--- src/rtl/mmio_periph.sv ---
// Memory-mapped peripheral responder: reloadable timer with interrupt, LED/7-segment
// registers and SysTick. Define SYSTICK_EN to build the free-running SysTick counter.
module mmio_periph #(
    parameter logic [31:0] BASE_ADDR = 32'h4000_0000
) (
    input  logic        clk,
    input  logic        reset,
    input  logic [31:0] addr,
    input  logic        rd_en,
    input  logic        wr_en,
    input  logic [31:0] wdata,
    output logic [31:0] rdata,
    output logic        hit,
    output logic [7:0]  leds,
    output logic [11:0] bcd7,
    output logic [31:0] systick,
    output logic        irq
);

    localparam logic [2:0] OFF_TH      = 3'd0;
    localparam logic [2:0] OFF_TL      = 3'd1;
    localparam logic [2:0] OFF_TCON    = 3'd2;
    localparam logic [2:0] OFF_LEDS    = 3'd3;
    localparam logic [2:0] OFF_BCD7    = 3'd4;
    localparam logic [2:0] OFF_SYSTICK = 3'd5;

    logic [31:0] th_q, th_d;
    logic [31:0] tl_q, tl_d;
    logic [2:0]  tcon_q, tcon_d;
    logic [7:0]  leds_q, leds_d;
    logic [11:0] bcd7_q, bcd7_d;

    logic [2:0]  offset;
    logic        wr_hit;
    logic        overflow;
    logic        irq_set;
    logic        addr_unused;

    assign addr_unused = &{1'b0, addr[1:0]};

    assign hit      = (addr[31:5] == BASE_ADDR[31:5]);
    assign offset   = addr[4:2];
    assign wr_hit   = wr_en && hit;
    assign overflow = tcon_q[0] && (tl_q == 32'hFFFF_FFFF);
    assign irq_set  = overflow && tcon_q[1];

    always_comb begin
        th_d   = th_q;
        tl_d   = tl_q;
        tcon_d = tcon_q;
        leds_d = leds_q;
        bcd7_d = bcd7_q;

        // Reload always takes the pre-edge TH, so a same-edge TH write cannot affect it.
        if (overflow) begin
            tl_d = th_q;
        end else if (tcon_q[0]) begin
            tl_d = tl_q + 32'd1;
        end
        if (irq_set) begin
            tcon_d[2] = 1'b1;
        end

        if (wr_hit) begin
            case (offset)
                OFF_TH:   th_d   = wdata;
                OFF_TL:   tl_d   = wdata;
                // A clearing write never drops an interrupt raised on the same edge.
                OFF_TCON: tcon_d = {wdata[2] | irq_set, wdata[1:0]};
                OFF_LEDS: leds_d = wdata[7:0];
                OFF_BCD7: bcd7_d = wdata[11:0];
                default:  ;
            endcase
        end
    end

    always_ff @(posedge clk or negedge reset) begin
        if (!reset) begin
            th_q   <= '0;
            tl_q   <= '0;
            tcon_q <= '0;
            leds_q <= '0;
            bcd7_q <= '0;
        end else begin
            th_q   <= th_d;
            tl_q   <= tl_d;
            tcon_q <= tcon_d;
            leds_q <= leds_d;
            bcd7_q <= bcd7_d;
        end
    end

`ifdef SYSTICK_EN
    logic [31:0] systick_q, systick_d;

    always_comb begin
        systick_d = systick_q + 32'd1;
    end

    always_ff @(posedge clk or negedge reset) begin
        if (!reset) begin
            systick_q <= '0;
        end else begin
            systick_q <= systick_d;
        end
    end

    assign systick = systick_q;
`else
    assign systick = '0;
`endif

    always_comb begin
        rdata = '0;
        if (rd_en && hit) begin
            case (offset)
                OFF_TH:      rdata = th_q;
                OFF_TL:      rdata = tl_q;
                OFF_TCON:    rdata = {29'd0, tcon_q};
                OFF_LEDS:    rdata = {24'd0, leds_q};
                OFF_BCD7:    rdata = {20'd0, bcd7_q};
                OFF_SYSTICK: rdata = systick;
                default:     rdata = '0;
            endcase
        end
    end

    assign leds = leds_q;
    assign bcd7 = bcd7_q;
    assign irq  = tcon_q[2];

endmodule

--- config.mk ---
export PLATFORM = sky130hd
export DESIGN_NAME = mmio_periph
export DESIGN_NICKNAME = d
export VERILOG_FILES = /design/src/rtl/mmio_periph.sv
export SDC_FILE = /design/constraint.sdc
export NUM_CORES = 1
export LEC_CHECK = 0
export CAP_MARGIN = 10
export CORE_MARGIN = 3
export CORE_UTILIZATION = 30
export CTS_CLUSTER_SIZE = 12
export DETAILED_ROUTE_END_ITERATION = 8
export MAX_ROUTING_LAYER = met4
export PLACE_DENSITY_LB_ADDON = 0.3
export RECOVER_POWER = 50
export SYNTH_ARGS = -nofsm -noshare
export SYNTH_HDL_FRONTEND = slang
export SYNTH_SLANG_ARGS = --single-unit
--- constraint.sdc ---
create_clock -name clk -period 2.3 [get_ports clk]
set_input_delay 0.345 -clock clk [delete_from_list [all_inputs] [get_ports clk]]
set_output_delay 0.345 -clock clk [all_outputs]
set_load 0.03 [all_outputs]
==> flow_summary_export.csv, run 1 <==
group,metric,value,unit
global_routing,grt_usage,18.2,%
synth,synth_top_area_share,40.8,%
global_routing,first_global_vias,5118,
synth,ys_seq_area_share,40.8,%
timing,tns,0,ps
synth,syn_avg_cell_area,9.37,µm²
timing,finalCritPeriodShare,99.0,%
final_layout,drive_above_1_share,33.7,%
drt,drc_errors,0,
final_layout,regArea,0.00218,mm²
final_layout,nets,801,
placed_design,io_buffer_count,119,
synth,synth-edff-count,0,
clocking,cts_buffer_depth,2,
placed_design,dpl_cell_area,0.00737,mm²
setup_path,worstSetupStartpointType,"input port",
power_and_ir_drop,power.density,424,mW/mm²
setup_path,crit_path_end_kind,"output pin",
clocking,cts_buffers,9,
final_layout,final_cell_area,0.00772,mm²
outcome,outcome,"finished clean",
clocking,tritoncts,"done",
synth,ys.warnings.count,0,
floorplanning,fp.dieH,139,µm
global_routing,grt_pass1_wl,27.6,mm
job,cap_violations,0,
drt,first_pass_iters,5,
drt,vias_per_cell,5.12,
timing,relSlewSlack,38.8,%
clocking,cts-root-buf,"clkbuf_16",
timing,finClkSkew,4.21,ps
setup_path,worstPathRequired,1960,ps
power_and_ir_drop,power_leakage,3.31,nW
synth,yosysMostFrequentCell,"dfrtp_1",
global_routing,overflow,0,
floorplanning,core_area,0.0174,mm²
timing,fin_crit,2280,ps
setup_path,r2r_cells,7,
synth,netlist_area,0.00534,mm²
synth,netlist_top_cells_area,"dfrtp_1 (41%), mux2_2 (12%), buf_4 (4.5%), a22oi_1 (3.7%), nor2_1 (3.7%)",
floorplanning,core.rowCount,48,
synth,ys_ff_latch,87,
floorplanning,io_pins,154,
global_routing,antenna_found_initial,0,
setup_path,path_max_fanout,8,
final_layout,multiInputGateArea,0.00317,mm²
setup_path,crit_arrival,1930,ps
floorplanning,die_x,139,µm
placed_design,dp_hpwl,12.8,mm
synth,synthArstFlopShare,100,%
drt,post_drt_wl_per_cell,17.8,µm
setup_path,crit_type,"in -> out",
synth,synth_top_area_cell,"dfrtp_1",
hold_path,whs_path_depth,2,
drt,wl,17.1,mm
final_layout,syn_to_final_growth,44.7,%
timing,max_freq,439,MHz
synth,synth_cell_types,50,
timing,finalMaxSlewViolations,0,
final_layout,nFillCells,1645,
timing,tightest_slew,918,ps
floorplanning,initial_utilization,30.8,%
floorplanning,dieArea,0.0194,mm²
timing,setup_viol,0,
clocking,h-tree-depth,3,
drt,drt_iter0_drc,226,
synth,ys.flop_type,"dfrtp_1",
final_layout,antenna_cells,0,
power_and_ir_drop,irDropWorstVdd,291,µV
timing,hold_violations,0,
drt,vias,4925,
synth,synth_cells,570,
timing,timing.hold.ws,507,ps
synth,synth_common_cells,"dfrtp_1 (87), mux2_2 (55), nor2_1 (52)",
global_routing,grt_start_max_net_pins,35,
power_and_ir_drop,finalPower,3.28,mW
clocking,path_clk_slew,60,ps
placed_design,place_congestion,0.880,
clocking,clk_latency,350,ps
clocking,clkSinkCount,87,
hold_path,worstHoldPathType,"reg -> reg",
setup_path,r2r_slack,60,ps
drt,antenna_left,0,
registers in the layout, summed over array words and instances, names as in the netlist:
| register | cells |
|---|---|
| bcd7 | 12 |
| leds | 8 |
| tcon_q | 3 |
| th_q | 32 |
| tl_q | 32 |
critical path, stage by stage:
cell and delay, ps:
buf_2 110, nor4b_2 250, and4_1 280, and2_4 180
nand3_4 200, buf_12 240, a31oi_4 160, buf_6 150
logic make-up after synthesis:
logic type,synth area share [%]
buffers and inverters,8.34
AO/OA/AOI/OAI,12.9
adder cells (fa/ha/maj),0.234
XOR/XNOR,2.79
flip-flops,40.8
multiplexers,14.8
other,0.0702
AND/OR/NAND/NOR,20.0
through the flow:
| stage | instances | utilization [%] | setup WS (ps) |
|---|---|---|---|
| floorplan | 601 | - | 30.3 |
| global placement | 938 | 42.5 | -283 |
| detailed placement | 938 | 42.5 | -362 |
| CTS | 957 | 44.2 | 3.31 |
| global route | 961 | 44.5 | -17.7 |
| finish | 961 | 44.5 | 22.0 |
repair_timing:
action | CTS | global route
cloned | 1 | 1
hold buffers | 1 | 0
hold endpoints to repair | 32 | 0
resized for setup | 69 | 20
pin swaps | 11 | 10
setup endpoints to repair | 33 | 32
buffers inserted | 2 | 3
layout make-up:
class	count	area share [%]
repair buffers	194	23.1
flip-flops and latches	87	28.2
inverters	6	0.292
well taps	225	3.64
multi-input cells	434	41.1
clock buffers	15	3.60
path summary, 6_finish.rpt:
kind	end	from
max	rdata[4]	addr[26]
min	tcon_q[2]	tcon_q[1]
max reg2reg	tl_q[1]	tl_q[11]
min reg2reg	tcon_q[2]	tcon_q[1]
max in group asynchronous	tl_q[10]	reset
min in group asynchronous	leds[5]	reset
cell usage in the layout, fill, tap and decap left out, types with 4 or more instances in the layout:
| cell | netlist | layout |
|---|---|---|
| nor2_4 | 0 | 25 |
| nor2_1 | 52 | 27 |
| or3_1 | 4 | 4 |
| clkbuf_2 | 0 | 7 |
| a22oi_1 | 26 | 26 |
| dfrtp_1 | 87 | 85 |
| nor4_1 | 11 | 7 |
| and3_1 | 11 | 10 |
| mux2i_1 | 15 | 15 |
| clkdlybuf4s50_1 | 0 | 34 |
| nor4_2 | 5 | 9 |
| xor2_1 | 6 | 6 |
| o31a_1 | 4 | 4 |
| o21ai_0 | 32 | 31 |
| nand3_1 | 19 | 18 |
| o21a_1 | 6 | 6 |
| conb_1 | 1 | 32 |
| nor3_1 | 23 | 17 |
| a31oi_1 | 6 | 4 |
| dlygate4sd3_1 | 0 | 22 |
| xnor2_1 | 11 | 11 |
| clkdlybuf4s15_1 | 0 | 8 |
| buf_6 | 2 | 5 |
| nand4_1 | 8 | 8 |
| buf_12 | 0 | 13 |
| dlygate4sd2_1 | 0 | 6 |
| nor3_4 | 1 | 4 |
| a21oi_1 | 24 | 23 |
| and4_1 | 6 | 6 |
| nand2_1 | 42 | 41 |
| clkbuf_16 | 0 | 9 |
| buf_4 | 32 | 87 |
| inv_1 | 6 | 6 |
| buf_2 | 8 | 10 |
| mux2_2 | 55 | 55 |
layer usage:
layer,global-route usage [%],wire length (µm)
met1,23.0,7480
met2,30.1,8540
met3,3.23,868
met4,5.15,240
met5,-,0
power breakdown:
group | internal, mW | switching, mW
registers | 1.53 | 0.000000238
clock network | 0.817 | 0.595
logic | 0.131 | 0.203
(Power assumes the default switching activity.)
==> inputs of run 2 (changes only) <==
--- a/config.mk
+++ b/config.mk
@@ -7,7 +7,8 @@
 export LEC_CHECK = 0
 export CAP_MARGIN = 10
 export CORE_MARGIN = 3
-export CORE_UTILIZATION = 30
+export CORE_UTILIZATION = 44
+export CTS_CLUSTER_DIAMETER = 80
 export CTS_CLUSTER_SIZE = 12
 export DETAILED_ROUTE_END_ITERATION = 8
 export MAX_ROUTING_LAYER = met4
==> run 2 against run 1 <==
Critical endpoint is now rdata[19]. Register-to-register slack better by 30 ps. Clock power rose by 16%. Count of clock-buffer cells in the layout decreased by 6. Combinational power is essentially flat. Core utilization grew 22 points. Die area shrank 31%. Worst hold slack lost 350 ps. Final area up 0.68%. Critical path type unchanged. Critical path depth did not move.
==> flow_summary_export.csv, run 2 (synthesized netlist as in run 1, its figures left out) <==
group,metric,value,unit
drt,first_pass_iters,5,
global_routing,overflow,0,
timing,tightest_slew,1120,ps
setup_path,crit_arrival,1910,ps
setup_path,crit_path_end_kind,"output pin",
clocking,path_clk_slew,70,ps
clocking,cts-root-buf,"clkbuf_16",
power_and_ir_drop,power.density,451,mW/mm²
drt,drc_errors,0,
final_layout,final_cell_area,0.00778,mm²
setup_path,path_max_fanout,20,
setup_path,worstSetupStartpointType,"input port",
clocking,tritoncts,"done",
final_layout,final_cells,873,
drt,wl,16.5,mm
setup_path,crit_type,"in -> out",
global_routing,grt_start_max_net_pins,50,
timing,max_freq,443,MHz
floorplanning,fp.dieH,116,µm
setup_path,worstPathRequired,1960,ps
clocking,clk_latency,340,ps
final_layout,nFillCells,913,
timing,relSlewSlack,25.0,%
clocking,clkSinkCount,87,
placed_design,place_congestion,0.864,
power_and_ir_drop,irDropWorstVdd,396,µV
placed_design,io_buffer_count,119,
global_routing,grt_pass1_wl,25.7,mm
global_routing,antenna_found_initial,0,
timing,setup_viol,0,
clocking,h-tree-depth,3,
clocking,cts_buffers,9,
placed_design,place_ws,-187,ps
drt,vias_per_cell,5.74,
clocking,cts_buffer_depth,2,
job,cap_violations,0,
drt,drt_iter0_drc,368,
power_and_ir_drop,power_leakage,3.36,nW
drt,vias,5012,
hold_path,worstHoldPathType,"in -> async",
timing,setup_ws,41.0,ps
timing,hold_violations,0,
final_layout,antenna_cells,0,
final_layout,drive_above_1_share,31.0,%
floorplanning,io_pins,154,
global_routing,first_global_vias,5038,
floorplanning,core_area,0.0116,mm²
floorplanning,core.rowCount,39,
global_routing,grt_usage,24.9,%
final_layout,syn_to_final_growth,45.7,%
floorplanning,initial_utilization,46.0,%
final_layout,layout_common_cells,"dfrtp_1 (87), buf_4 (64), mux2_2 (55), nand2_1 (42), clkdlybuf4s50_1 (39)",
placed_design,dp.cells,845,
placed_design,dp_hpwl,11.7,mm
timing,finalCritPeriodShare,98.2,%
timing,finalMaxSlewViolations,0,
placed_design,dpl_cell_area,0.00728,mm²
final_layout,final_common_cell,"dfrtp_1",
clocking,holdBufCountCts,0,
floorplanning,dieArea,0.0135,mm²
final_layout,nets,794,
drt,post_drt_wl_per_cell,18.9,µm
floorplanning,die_x,116,µm
drt,antenna_left,0,
timing,fin_crit,2260,ps
timing,finClkSkew,10.1,ps
outcome,outcome,"finished clean",
## run 2: changes by cell type in the layout (fill, tap and decap cells not counted), moves of 5 or more
cell             delta
buf_12              +9
buf_2               -8
buf_4              -23
buf_6               +8
clkbuf_2            -6
clkdlybuf4s15_1     -8
clkdlybuf4s50_1     +5
dlygate4sd2_1      +19
## run 2: area by class of cell
| class | instances | area (µm²) | share of cell area (%) |
|---|---|---|---|
| clock inverters | 7 | 103 | 1.32 |
| repair buffers | 187 | 1900 | 24.5 |
| inverters | 6 | 22.5 | 0.290 |
| flip-flops and latches | 87 | 2180 | 28.0 |
| clock buffers | 9 | 225 | 2.90 |
| well taps | 143 | 179 | 2.30 |
| multi-input cells | 434 | 3170 | 40.7 |
## run 2: per-stage QoR
step / utilization, % / hold slack, ps / TNS (ps) / power [mW]
detailed placement: 62.7 / 359 / -11210 / 1.89
CTS: 66.6 / 5.70 / 0 / 3.49
floorplan: - / 49.4 / 0 / 1.73
global route: 67.0 / 242 / -94.3 / 3.60
finish: 67.0 / 158 / 0 / 3.50
global placement: 62.7 / 354 / -5960 / 1.89
## run 2: final timing paths
path / startpoint / to / slack, ps / depth (start not counted)
worst min-delay path: reset / th_q[29] / 160 / 1
worst min register to register: tcon_q[1] / tcon_q[2] / 530 / 2
worst max-delay path: addr[4] / rdata[19] / 40 / 8
max in group asynchronous: reset / tl_q[5] / 480 / 2
min in group clk: tcon_q[1] / tcon_q[2] / 530 / 2
worst max register to register: tl_q[1] / tl_q[11] / 90 / 6
## run 2: timing repair
item	in CTS	in global routing
gates cloned	2	1
buffers inserted	5	6
resized for setup	37	13
setup endpoints to repair	32	30
endpoints found under the hold margin	0	0
pin swaps	27	3
## run 2: critical path: stages
cell and delay, ps:
clkdlybuf4s50_1 510, buf_12 190, nor3b_4 60, buf_6 140
buf_12 130, a22oi_1 320, nor2_4 40, buf_4 170
## run 2: routing by layer
layer / part of all wire, % / up-vias / global-route usage, % / wire length (µm)
li1: - / 2309 / - / -
met1: 43 / 2483 / 31.9 / 7100
met2: 50 / 189 / 41.2 / 8240
met3: 4.4 / 31 / 3.73 / 724
met4: 2.4 / 0 / 7.27 / 394
met5: 0 / - / - / 0
## run 2: where the power goes
part	total [mW]	switching, mW	internal (mW)	leakage (nW)
Sequential	1.53	0.000000275	1.53	1.11
Combinational	0.336	0.200	0.136	2.08
Clock	1.64	0.670	0.969	0.162
Total	3.50	0.870	2.63	3.36
==> inputs of run 3 (changes only) <==
--- a/config.mk
+++ b/config.mk
@@ -6,6 +6,7 @@
 export NUM_CORES = 1
 export LEC_CHECK = 0
 export CAP_MARGIN = 10
+export CORE_ASPECT_RATIO = 0.7
 export CORE_MARGIN = 3
 export CORE_UTILIZATION = 44
 export CTS_CLUSTER_DIAMETER = 80
==> run 3 against run 2 <==
Clock power down 18%. Core utilization up 1.0 points. Sequential power about the same. Critical path type unchanged. Critical endpoint is now rdata[5].
==> flow_summary_export.csv, run 3 (synthesized netlist as in run 1, its figures left out) <==
group,metric,value,unit
setup_path,worstSetupStartpointType,"input port",
placed_design,dpl_cell_area,0.00739,mm²
outcome,outcome,"finished clean",
final_layout,final_common_cell,"dfrtp_1",
clocking,h-tree-depth,3,
timing,finalCritPeriodShare,96.0,%
power_and_ir_drop,power_leakage,3.33,nW
setup_path,slowest_delay,270,ps
setup_path,crit_arrival,1860,ps
drt,vias,5159,
clocking,cts_buffer_depth,2,
clocking,clk_latency,340,ps
power_and_ir_drop,power_frac_comb,10.3,%
final_layout,syn_to_final_growth,45.3,%
drt,post_drt_wl_per_cell,19.2,µm
power_and_ir_drop,p_clk_share,42.1,%
floorplanning,die_x,138,µm
clocking,holdBufCountCts,0,
power_and_ir_drop,finalPower,3.21,mW
setup_path,cpMaxStageDelayCell,"nor4_2",
timing,rsz0062_at_grt,"no",
floorplanning,core_area,0.0114,mm²
power_and_ir_drop,p_int,2.40,mW
clocking,clkSinkCount,87,
placed_design,place_ws,-300,ps
setup_path,worstReg2RegStart,"tl_q[1]",
global_routing,grt_start_max_net_pins,49,
timing,finClkSkew,4.75,ps
placed_design,place_congestion,0.903,
power_and_ir_drop,seq_power_share,47.6,%
global_routing,antenna_found_initial,0,
drt,vias_per_cell,5.83,
timing,tightest_slew,1060,ps
timing,tns,0,ps
drt,wl,17.0,mm
clocking,cts_buffers,9,
timing,hold_violations,0,
drt,drt_iter0_drc,503,
timing,timing.hold.ws,185,ps
floorplanning,io_pins,154,
setup_path,path_max_fanout,9,
final_layout,layout_common_cells,"dfrtp_1 (85), buf_4 (64), mux2_2 (55), nand2_1 (42), clkdlybuf4s50_1 (34)",
power_and_ir_drop,power.density,414,mW/mm²
drt,antenna_left,0,
setup_path,worstPathRequired,1960,ps
power_and_ir_drop,p_switching,818,µW
timing,setup_ws,91.8,ps
floorplanning,core.rowCount,32,
final_layout,final_cell_area,0.00776,mm²
setup_path,crit_chain,"clkbuf_2 -> nor4_2 -> and4_1 -> and2_4 -> nand3_4 -> buf_12 -> buf_12 -> nor2_4 -> buf_6",
clocking,path_clk_slew,60,ps
drt,first_pass_iters,6,
timing,fin_crit,2210,ps
final_layout,nets,796,
floorplanning,dieArea,0.0135,mm²
placed_design,io_buffer_count,119,
drt,drc_errors,0,
timing,setup_viol,0,
floorplanning,fp.dieH,98.2,µm
setup_path,startpoint,"addr[16]",
hold_path,worstHoldPathType,"in -> async",
final_layout,nFillCells,898,
final_layout,antenna_cells,0,
placed_design,dp_hpwl,12.4,mm
power_and_ir_drop,irDropWorstVdd,329,µV
clocking,tritoncts,"done",
power_and_ir_drop,netSwitchingFraction,25.5,%
timing,relSlewSlack,29.2,%
floorplanning,initial_utilization,46.8,%
clocking,cts-root-buf,"clkbuf_16",
global_routing,grt_pass1_wl,26.8,mm
timing,finalMaxSlewViolations,0,
job,cap_violations,0,
timing,max_freq,453,MHz
final_layout,drive_above_1_share,32.7,%
setup_path,crit_path_end_kind,"output pin",
setup_path,crit_top_cell,"buf_12",
global_routing,overflow,0,
setup_path,r2r_cells,6,
setup_path,crit_type,"in -> out",
global_routing,first_global_vias,5130,
global_routing,grt_usage,25.6,%
==> run 3: area by class of cell <==
class,count,area [µm²],share of cell area [%]
Sequential cell,87,2180,28.1
Timing Repair Buffer,188,1890,24.4
Clock inverter,4,31.3,0.403
Inverter,6,22.5,0.290
Multi-Input combinational cell,435,3210,41.3
Clock buffer,12,236,3.05
Tap cell,153,191,2.47
==> run 3: power groups by stage <==
stage	clock network [mW]	registers [mW]	logic, mW
finish	1.35	1.53	0.331
floorplan	0	1.56	0.172
CTS	1.37	1.53	0.326
detailed placement	0	1.56	0.332
global route	1.43	1.53	0.354
global placement	0	1.56	0.329
==> run 3: final timing paths <==
kind                                  end  slack [ps]
worst max-delay path             rdata[5]          90
worst min-delay path             th_q[15]         190
worst max register to register   tl_q[28]         130
worst min register to register  tcon_q[2]         520
max in group asynchronous        tl_q[10]        1310
min in group clk                tcon_q[2]         520
==> run 3: layer usage <==
layer,track usage (%),part of all wire [%],vias to the layer above
li1,-,-,2322
met1,35.6,44,2550
met2,38.9,46,259
met3,4.38,8.0,28
met4,6.67,1.6,0
met5,-,0,-
==> run 3: through the flow <==
step	utilization, %	instances
final	68.0	885
after floorplan	-	601
after global placement	64.8	862
after global routing	68.0	885
after detailed placement	64.8	862
after CTS	67.8	881
==> run 3: worst max-delay path, delay by kind of cell <==
family | cells | cell delay, ps
simple gates | 5 | 940
buf+inv | 4 | 570
==> run 3: timing repair <==
| action | in CTS | in global routing |
|---|---|---|
| gates cloned | 1 | 3 |
| buffers inserted | 2 | 2 |
| endpoints found under the hold margin | 0 | 0 |
| pin swaps | 17 | 14 |
| endpoints found under the setup margin | 32 | 40 |
| resized for setup | 57 | 30 |
